**src/rtl/est_pkg.sv**
```systemverilog
// Shared types and helpers for the dual-rail receiver: FSM state, sync-depth floor, rail decoder.
// Combinational only; no latency or backpressure of its own.
package est_pkg;

  typedef enum logic {
    EST_IDLE = 1'b0,
    EST_ACKD = 1'b1
  } est_state_t;

  localparam int EST_SYNC_STAGES_MIN = 2;
  localparam int EST_MAX_WIDTH       = 64;

  // Bit i is the true rail of pair i; an illegal both-high pair decodes to 0.
  function automatic logic [EST_MAX_WIDTH-1:0] est_dr_decode(
    input logic [2*EST_MAX_WIDTH-1:0] rails
  );
    logic [EST_MAX_WIDTH-1:0] v;
    for (int i = 0; i < EST_MAX_WIDTH; i++) begin
      v[i] = rails[2*i+1] & ~rails[2*i];
    end
    return v;
  endfunction

endpackage

```
**src/rtl/est_sync_fifo.sv**
```systemverilog
// Register FIFO, WIDTH x DEPTH; push/level visible one edge later, head is combinational.
// Push ignored when full, pop ignored when empty; caller gates push with full.
module est_sync_fifo #(
  parameter int WIDTH = 4,
  parameter int DEPTH = 4
) (
  input  logic                     clk,
  input  logic                     rst_n,
  input  logic                     push,
  input  logic [WIDTH-1:0]         push_data,
  input  logic                     pop,
  output logic [WIDTH-1:0]         pop_data,
  output logic [$clog2(DEPTH):0]   level,
  output logic                     full,
  output logic                     empty
);

  localparam int AW = $clog2(DEPTH);
  localparam int LW = AW + 1;

  logic [WIDTH-1:0] mem [DEPTH];
  logic [AW-1:0]    wr_ptr;
  logic [AW-1:0]    rd_ptr;
  logic             do_push;
  logic             do_pop;

  assign full     = (level == LW'(DEPTH));
  assign empty    = (level == '0);
  assign do_push  = push & ~full;
  assign do_pop   = pop & ~empty;
  assign pop_data = mem[rd_ptr];

  always_ff @(posedge clk or negedge rst_n) begin
    if (!rst_n) begin
      wr_ptr <= '0;
      rd_ptr <= '0;
      level  <= '0;
      for (int i = 0; i < DEPTH; i++) begin
        mem[i] <= '0;
      end
    end else begin
      if (do_push) begin
        mem[wr_ptr] <= push_data;
        wr_ptr      <= wr_ptr + AW'(1);
      end
      if (do_pop) begin
        rd_ptr <= rd_ptr + AW'(1);
      end
      if (do_push != do_pop) begin
        level <= do_push ? level + LW'(1) : level - LW'(1);
      end
    end
  end

endmodule

```
**src/rtl/est_sync_dualrail_fifo.sv**
```systemverilog
// Dual-rail 4-phase receiver: push + ack rise one edge after a synchronised complete codeword; ack withheld while full.
// Optional sticky illegal-codeword flag built only when EST_SYNC_DUALRAIL_ERR_EN is defined.
module est_sync_dualrail_fifo
  import est_pkg::*;
#(
  parameter int WIDTH       = 4,
  parameter int DEPTH       = 4,
  parameter int SYNC_STAGES = 2
) (
  input  logic                   clk,
  input  logic                   rst_n,
  input  logic [2*WIDTH-1:0]     data_in,
  output logic                   ack,
  output logic [WIDTH-1:0]       out_data,
  output logic                   out_valid,
  input  logic                   out_ready,
  output logic [$clog2(DEPTH):0] level,
  output logic                   err
);

  localparam int NSTG = (SYNC_STAGES < EST_SYNC_STAGES_MIN) ? EST_SYNC_STAGES_MIN : SYNC_STAGES;

  logic [2*WIDTH-1:0] sync_q [NSTG];
  logic [2*WIDTH-1:0] srail;
  logic [WIDTH-1:0]   rail_t;
  logic [WIDTH-1:0]   rail_f;
  logic [WIDTH-1:0]   dec_val;
  logic               complete;
  logic               spacer;
  logic               push;
  logic               fifo_full;
  logic               fifo_empty;
  est_state_t         state_q;
  est_state_t         state_d;

  // Every rail gets its own flop chain; rail monotonicity makes per-rail skew harmless.
  always_ff @(posedge clk or negedge rst_n) begin
    if (!rst_n) begin
      for (int i = 0; i < NSTG; i++) begin
        sync_q[i] <= '0;
      end
    end else begin
      sync_q[0] <= data_in;
      for (int i = 1; i < NSTG; i++) begin
        sync_q[i] <= sync_q[i-1];
      end
    end
  end

  assign srail = sync_q[NSTG-1];

  always_comb begin
    rail_t = '0;
    rail_f = '0;
    for (int i = 0; i < WIDTH; i++) begin
      rail_t[i] = srail[2*i+1];
      rail_f[i] = srail[2*i];
    end
  end

  // A both-high pair fails the XOR, so an illegal word is never complete.
  assign complete = &(rail_t ^ rail_f);
  assign spacer   = ~|srail;
  assign dec_val  = WIDTH'(est_dr_decode((2*EST_MAX_WIDTH)'(srail)));

  always_ff @(posedge clk or negedge rst_n) begin
    if (!rst_n) begin
      state_q <= EST_IDLE;
    end else begin
      state_q <= state_d;
    end
  end

  always_comb begin
    state_d = state_q;
    case (state_q)
      EST_IDLE: if (complete && !fifo_full) state_d = EST_ACKD;
      EST_ACKD: if (spacer)                 state_d = EST_IDLE;
      default:                              state_d = EST_IDLE;
    endcase
  end

  always_comb begin
    ack  = 1'b0;
    push = 1'b0;
    case (state_q)
      EST_IDLE: push = complete & ~fifo_full;
      EST_ACKD: ack  = 1'b1;
      default:  ack  = 1'b0;
    endcase
  end

  est_sync_fifo #(
    .WIDTH (WIDTH),
    .DEPTH (DEPTH)
  ) u_fifo (
    .clk       (clk),
    .rst_n     (rst_n),
    .push      (push),
    .push_data (dec_val),
    .pop       (out_valid & out_ready),
    .pop_data  (out_data),
    .level     (level),
    .full      (fifo_full),
    .empty     (fifo_empty)
  );

  assign out_valid = ~fifo_empty;

`ifdef EST_SYNC_DUALRAIL_ERR_EN
  logic bad_pair;
  assign bad_pair = |(rail_t & rail_f);

  always_ff @(posedge clk or negedge rst_n) begin
    if (!rst_n) begin
      err <= 1'b0;
    end else if (bad_pair) begin
      err <= 1'b1;
    end
  end
`else
  assign err = 1'b0;
`endif

endmodule

```
**config.mk**
```make
export PLATFORM = sky130hd
export DESIGN_NAME = est_sync_dualrail_fifo
export DESIGN_NICKNAME = d
export VERILOG_FILES = /design/src/rtl/est_pkg.sv /design/src/rtl/est_sync_fifo.sv /design/src/rtl/est_sync_dualrail_fifo.sv
export SDC_FILE = /design/constraint.sdc
export NUM_CORES = 1
export LEC_CHECK = 0
export ABC_CLOCK_PERIOD_IN_PS = 4760
export BUFFER_PORTS_ARGS = -buffer_cell sky130_fd_sc_hd__buf_4
export CORE_ASPECT_RATIO = 1.25
export CORE_MARGIN = 8
export CORE_UTILIZATION = 64
export CTS_BUF_LIST = sky130_fd_sc_hd__clkbuf_2 sky130_fd_sc_hd__clkbuf_4 sky130_fd_sc_hd__clkbuf_8
export DETAILED_ROUTE_END_ITERATION = 16
export PLACE_DENSITY = 0.94
export SYNTH_ARGS = -nofsm -noshare
export SYNTH_HDL_FRONTEND = slang
export SYNTH_SLANG_ARGS = --single-unit
```
**constraint.sdc**
```tcl
create_clock -name clk -period 4.76 [get_ports clk]
set_clock_uncertainty 0.2 [all_clocks]
set_input_delay 0.476 -clock clk [delete_from_list [all_inputs] [get_ports clk]]
set_output_delay 0.476 -clock clk [all_outputs]
set_load 0.02 [all_outputs]
```
======== Yosys cells after proc, flatten, opt, wreduce, memory -nomap -nowiden ========
Cells that the tools add are included.
W data, S select, Z words.
cells by class
  add/subtract/negate cells ............... 4
  $lt $le $gt $ge ......................... 3
  eq/ne operators ......................... 2
  muxes and demuxes ....................... 12
  bitwise operators ....................... 18
  reduce and logical (&&, ||, !) cells .... 6
operators by type and width
  operator               number
  $bwmux W16             1
  $mux W4                3
  $and A1 B1 Y1          8
  $bmux W4 S2            1
  $demux W4 S2           1
  $reduce_or A8 Y1       1
  $not A1 Y1             7
  $ge A3 B3 Y1 const B   2
  $not A2 Y3             2
  $add A2 B1 Y2 const B  2
  $mux W1                4
  $reduce_and A4 Y1      1
  $xor A4 B4 Y4          1
  $add A3 B1 Y3 const B  1
  $eq A3 B3 Y1 const B   1
  $logic_not A3 Y1       1
  $lt A3 B1 Y1 const B   1
  $mux W3                1
  $sub A3 B1 Y3 const B  1
  $logic_and A1 B1 Y1    2
  $pmux W1 S2            1
  $logic_not A1 Y1       1
  $ne A1 B1 Y1           1
word-level totals
  register bits after elaboration ......... 40
  input bits .............................. 11
  output and inout port bits .............. 10
  word-level logic and storage cells ...... 55

======== Longest topological paths before layout ========
  depth in word-level cells ............... 6
  gate-level depth with buffers ........... 10
  depth with buffers taken out ............ 10

======== Cells and area by module ========
Synthesis repeated with hierarchy kept, for this count alone.
unflattened totals
  cell total of the unflattened synthesis .. 132
  area, all modules ....................... 1798.0 um^2
modules (own cells, without submodules)
  module                  instances  cells an instance  area each (um^2)  sequential area each (um^2)
  est_sync_fifo           1          91                 1184.9            575.6
  est_sync_dualrail_fifo  1          41                 613.1             425.4

======== Worst setup path after synthesis ========
Ideal clock, no wire load.
  path type ............................... register to register
  start ................................... reg sync_q, in the netlist srail[3]
  end ..................................... reg u_fifo.level[2]
  setup time .............................. 0.094 ns
  data arrival time ....................... 2.277 ns
  required time ........................... 4.466 ns
  setup slack ............................. 2.189 ns
  cell stages (with the launch flop) ...... 11
  buffers on the path ..................... 0
  period minus slack after synthesis ...... 2.571 ns
  path through ............................ dfrtp_1 -> inv_1 -> ha_1 -> nand3b_1 -> a211oi_4 -> inv_1 -> fa_1 -> nand2b_1 -> a31oi_1 -> a311oi_1 -> a211oi_1
on the way
  word-level cells in the longest chain between the ends .. 6
  elaborated cells between the ends (all ways) .. 7
  classes of those cells .................. eq/ne: 1; mux: 2; bitwise: 3; reduce/logical: 1
ends and longest elaborated chain
  what                                            line                                      source
  start, declared                                 est_sync_dualrail_fifo.sv:23              logic [2*WIDTH-1:0] sync_q [NSTG];
  start signal, assigned by index                 est_sync_dualrail_fifo.sv:45              sync_q[i] <= sync_q[i-1];
  $xor A4 B4 Y4 *                                 est_sync_dualrail_fifo.sv:62              assign complete = &(rail_t ^ rail_f);
  $reduce_and A4 Y1 *                             est_sync_dualrail_fifo.sv:62
  $and A1 B1 Y1 *                                 est_sync_dualrail_fifo.sv:87              EST_IDLE: push = complete & ~fifo_full;
  $mux W1 *                                       est_sync_dualrail_fifo.sv:86              case (state_q)
  $and A1 B1 Y1 *                                 est_sync_fifo.sv:29                       assign do_push = push & ~full;
  $mux W3 / $ne A1 B1 Y1 (equally long branches)  est_sync_fifo.sv:50, est_sync_fifo.sv:49
  end signal, assigned                            est_sync_fifo.sv:50                       level <= do_push ? level + LW'(1) : level - LW'(1);
  end, declared                                   est_sync_fifo.sv:13                       output logic [$clog2(DEPTH):0] level,
Mark *: on every way between the ends. The rest lies on a longest branch, timed or not.
A chain may end at the register's enable or synchronous reset.

======== Worst setup path in the final report ========
  start ................................... reg sync_q, in the netlist srail[2]
  end ..................................... reg u_fifo.level[2]
Same word-level chain as after synthesis.

==> impl_table.tex <==
\begin{tabular}{lr}
\hline
Metric & Value \\
\hline
\multicolumn{2}{l}{\textbf{Power}} \\
Peak supply drop & 0.324 mV \\
Power per Cell Area & roughly 500 nW/µm² \\
P\_leak & between 1 and 1.5 nW \\
\multicolumn{2}{l}{\textbf{Synth}} \\
Largest area contributor in the netlist & dfrtp\_1 \\
Count of state elements after synthesis & 40 \\
Post-synth net total & about 160 \\
Cell count after synthesis & roughly 140 \\
Unique masters post-synth & 33 \\
Sequential fraction of the synthesis area & 55.3\% \\
Syn Std Cell Area & $\sim$1800 µm² \\
Post-Synthesis Mean Instance Area & around 13 µm² \\
Biggest area contributors in the synthesized netlist & dfrtp\_1 (55\%), mux2\_2 (10\%), ha\_1 (8.3\%), mux4\_2 (5.0\%), inv\_1 (2.5\%) \\
Share of Yosys cell area claimed by the top area cell type & 55.3\% \\
Synthesis warning total & 0 \\
\multicolumn{2}{l}{\textbf{Cells and area}} \\
Post-layout net count & about 190 \\
Diode count & 0 \\
FILL cells & 171 \\
Most common cell after layout, fill and taps aside & dfrtp\_1 \\
Share of cells above drive strength 1 & around a third \\
Commonest non-fill, non-tap cells in the layout & dfrtp\_1 (40), buf\_4 (19), mux2\_2 (16), inv\_1 (12), ha\_1 (12) \\
Filler-free cell count of the finished design & just under 200 \\
Area growth syn-to-layout & 15.6\% \\
\multicolumn{2}{l}{\textbf{Clock network}} \\
Maximum number of buffers from clock root to sink & 2 \\
Cts bufs inserted & 5 \\
Clock transition at path regs & around 0.13 ns \\
Number of levels in the clock H-tree & 2 \\
Post-cts sizing count & 0 \\
TritonCTS clock tree & done \\
Sinks on Clock Net & 40 \\
Worst-Skew Late Latency & $\sim$0.35 ns \\
Clock tree root driver cell & clkbuf\_4 \\
\multicolumn{2}{l}{\textbf{Drt}} \\
DRC violation total after the first TritonRoute iteration & 44 \\
Met2 Wirelength & about 1.7 mm \\
Number of vias in the routed layout & 1145 \\
Met3 WL post-DR & 182 µm \\
Routed Wire Length & about 3.3 mm \\
DRC violations left & 0 \\
First-pass DRT Iterations & 4 \\
Routed WL per cell & between 15 and 20 µm \\
Vias per Instance & approximately 5.8 \\
Routed metal-1 wire length & $\sim$1.3 mm \\
Remaining antenna violation count after routing & 0 \\
Top layer reached by signal wires & met4 \\
\multicolumn{2}{l}{\textbf{Floorplanning}} \\
Total die area & $\sim$4800 µm² \\
Standard-cell row count & 21 \\
Core area & between 2000 and 3000 µm² \\
I/O pin total & 21 \\
Effective utilization at floorplan & between 60 and 70\% \\
Y dimension of the die & 75.4 µm \\
Width of the chip & 63.6 µm \\
\multicolumn{2}{l}{\textbf{Worst setup path}} \\
Crit path arrival time & roughly 2.9 ns \\
Crit path launch type & flop \\
Type of element capturing the critical path & flop \\
Critical Path Fanout Max & 8 \\
Start-to-end type of the worst setup path & reg -> reg \\
Worst endpoint required time & just under 5 ns \\
\multicolumn{2}{l}{\textbf{STA}} \\
Tcrit/Tclk final & 59.8\% \\
Count of endpoints failing setup in the final report & 0 \\
Setup repair after global routing missed its margin & false \\
Minimum clock period & about 2.8 ns \\
Setup\_tns & 0 ns \\
Peak Freq & about 350 MHz \\
Count of final max-slew check failures & 0 \\
Final number of hold-violating endpoints & 0 \\
\multicolumn{2}{l}{\textbf{Global routing}} \\
Overflow left after global routing & 0 \\
Global-route wire length before repair & roughly 5.6 mm \\
Overall fraction of global-route tracks in use & approximately 15\% \\
Vias in the first global route & approximately 1200 \\
Maximum number of pins on one net before global-route repair & between 40 and 50 \\
Antenna violations before repair & 0 \\
\multicolumn{2}{l}{\textbf{Flow run}} \\
Max-cap viol count & 0 \\
\multicolumn{2}{l}{\textbf{Worst hold path}} \\
Class of the worst hold path & in -> reg \\
\multicolumn{2}{l}{\textbf{Placement}} \\
DP Cell Count & 187 \\
HPWL after detailed placement & $\sim$2.5 mm \\
Routability congestion estimate & between 0.8 and 0.9 \\
Port-buffer cells & 19 \\
\multicolumn{2}{l}{\textbf{Status}} \\
Outcome & finished clean \\
\hline
\end{tabular}
## metal layers
metal / vias to the layer above / global-route usage, %
li1: 526 / -
met1: 565 / 15.7
met2: 41 / 26.9
met3: 13 / 5.29
met4: 0 / 7.94
met5: - / 0
## sequential cells by signal, summed over array words and instances (netlist names)
signal	flops
srail	8
state_q	1
u_fifo.rd_ptr	2
u_fifo.mem	16
u_fifo.wr_ptr	2
u_fifo.level	3
sync_q	8
## through the flow
step | hold WS, ns | power (W) | util [%] | cell area (µm²) | worst slack (ns)
2_1_floorplan | -0.0196 | 0.000715 | - | 1810 | 2.19
3_3_place_gp | 0.133 | 0.000802 | 73.5 | 1970 | 2.09
3_5_place_dp | 0.135 | 0.000836 | 73.5 | 1970 | 1.95
4_1_cts | 0.00701 | 0.00105 | 76.9 | 2060 | 1.94
5_1_grt | 0.00447 | 0.00111 | 78.0 | 2090 | 1.70
6_report | 0.0366 | 0.00105 | 78.0 | 2090 | 1.91
## timing repair
item,CTS,global route
setup buffers,0,0
endpoints found under the hold margin,40,3
hold buffers,1,3
## final cells by class
cell class | instances | area, µm² | share of cell area (%)
clock inverters | 3 | 42.5 | 2.03
flip-flops and latches | 40 | 1000 | 47.9
well taps | 34 | 42.5 | 2.03
clock buffers | 5 | 37.5 | 1.80
inverters | 12 | 45.0 | 2.15
repair buffers | 23 | 183 | 8.74
multi-input cells | 82 | 739 | 35.4
## power breakdown
| part | internal [W] | switching (W) |
|---|---|---|
| clock | 0.000109 | 0.000109 |
| sequential | 0.000405 | 0.0000825 |
| combinational | 0.000173 | 0.000170 |
| total | 0.000688 | 0.000361 |
## logic make-up (layout without fill, tap and decap cells)
kind of cell | Yosys count | after routing | share of synthesized area (%)
xor gates and xnor gates | 3 | 3 | 1.45
buffers and inverters | 17 | 43 | 3.80
adders and majority gates | 13 | 13 | 9.41
AOI/OAI and AO/OA | 15 | 15 | 6.64
muxes | 20 | 20 | 14.9
DFF | 40 | 40 | 55.3
and+or+nand+nor | 30 | 30 | 8.23
other | 1 | 1 | 0.207
## synthesized netlist by cell type
master	instances
conb_1	1
nor2_1	5
nand4_1	2
a31oi_1	3
clkbuf_1	3
a211oi_4	1
a211oi_1	1
o22ai_1	1
buf_2	1
o31a_2	1
nand3b_1	1
nand2_1	11
nor3_1	1
nand2_2	2
inv_1	12
and3b_2	1
mux2_2	16
nand3_1	2
or2_2	1
dfrtp_1	40
ha_1	12
o21ai_0	2
buf_4	1
fa_1	1
a21oi_1	1
a311oi_1	2
o31ai_1	2
nor2b_1	1
nand2b_1	2
mux4_2	4
a32o_1	1
xnor2_1	3
or3_1	1
## worst max-delay path, stage by stage (launching register included)
cell and delay (ns):
dfrtp_1 0.34, inv_1 0.05, ha_1 0.29, nand3b_1 0.18
a211oi_4 0.44, inv_1 0.13, fa_1 0.43, nand2b_1 0.20
a31oi_1 0.20, a311oi_1 0.07, a211oi_1 0.21
## final timing paths
check | start | endpoint | slack [ns] | depth (start not counted)
worst max-delay path | srail[2]$_DFF_PN0_ | u_fifo.level[2]$_DFFE_PN0P_ | 1.91 | 10
worst min-delay path | data_in[5] | sync_q[13]$_DFF_PN0_ | 0.04 | 1
worst max register to register | srail[2]$_DFF_PN0_ | u_fifo.level[2]$_DFFE_PN0P_ | 1.91 | 10
worst min register to register | sync_q[10]$_DFF_PN0_ | srail[2]$_DFF_PN0_ | 0.14 | 0
max in group asynchronous | rst_n | sync_q[13]$_DFF_PN0_ | 3.60 | 2
min in group asynchronous | rst_n | u_fifo.mem[8]$_DFFE_PN0P_ | 0.42 | 2
No activity file was read; power rests on OpenSTA's default activity.
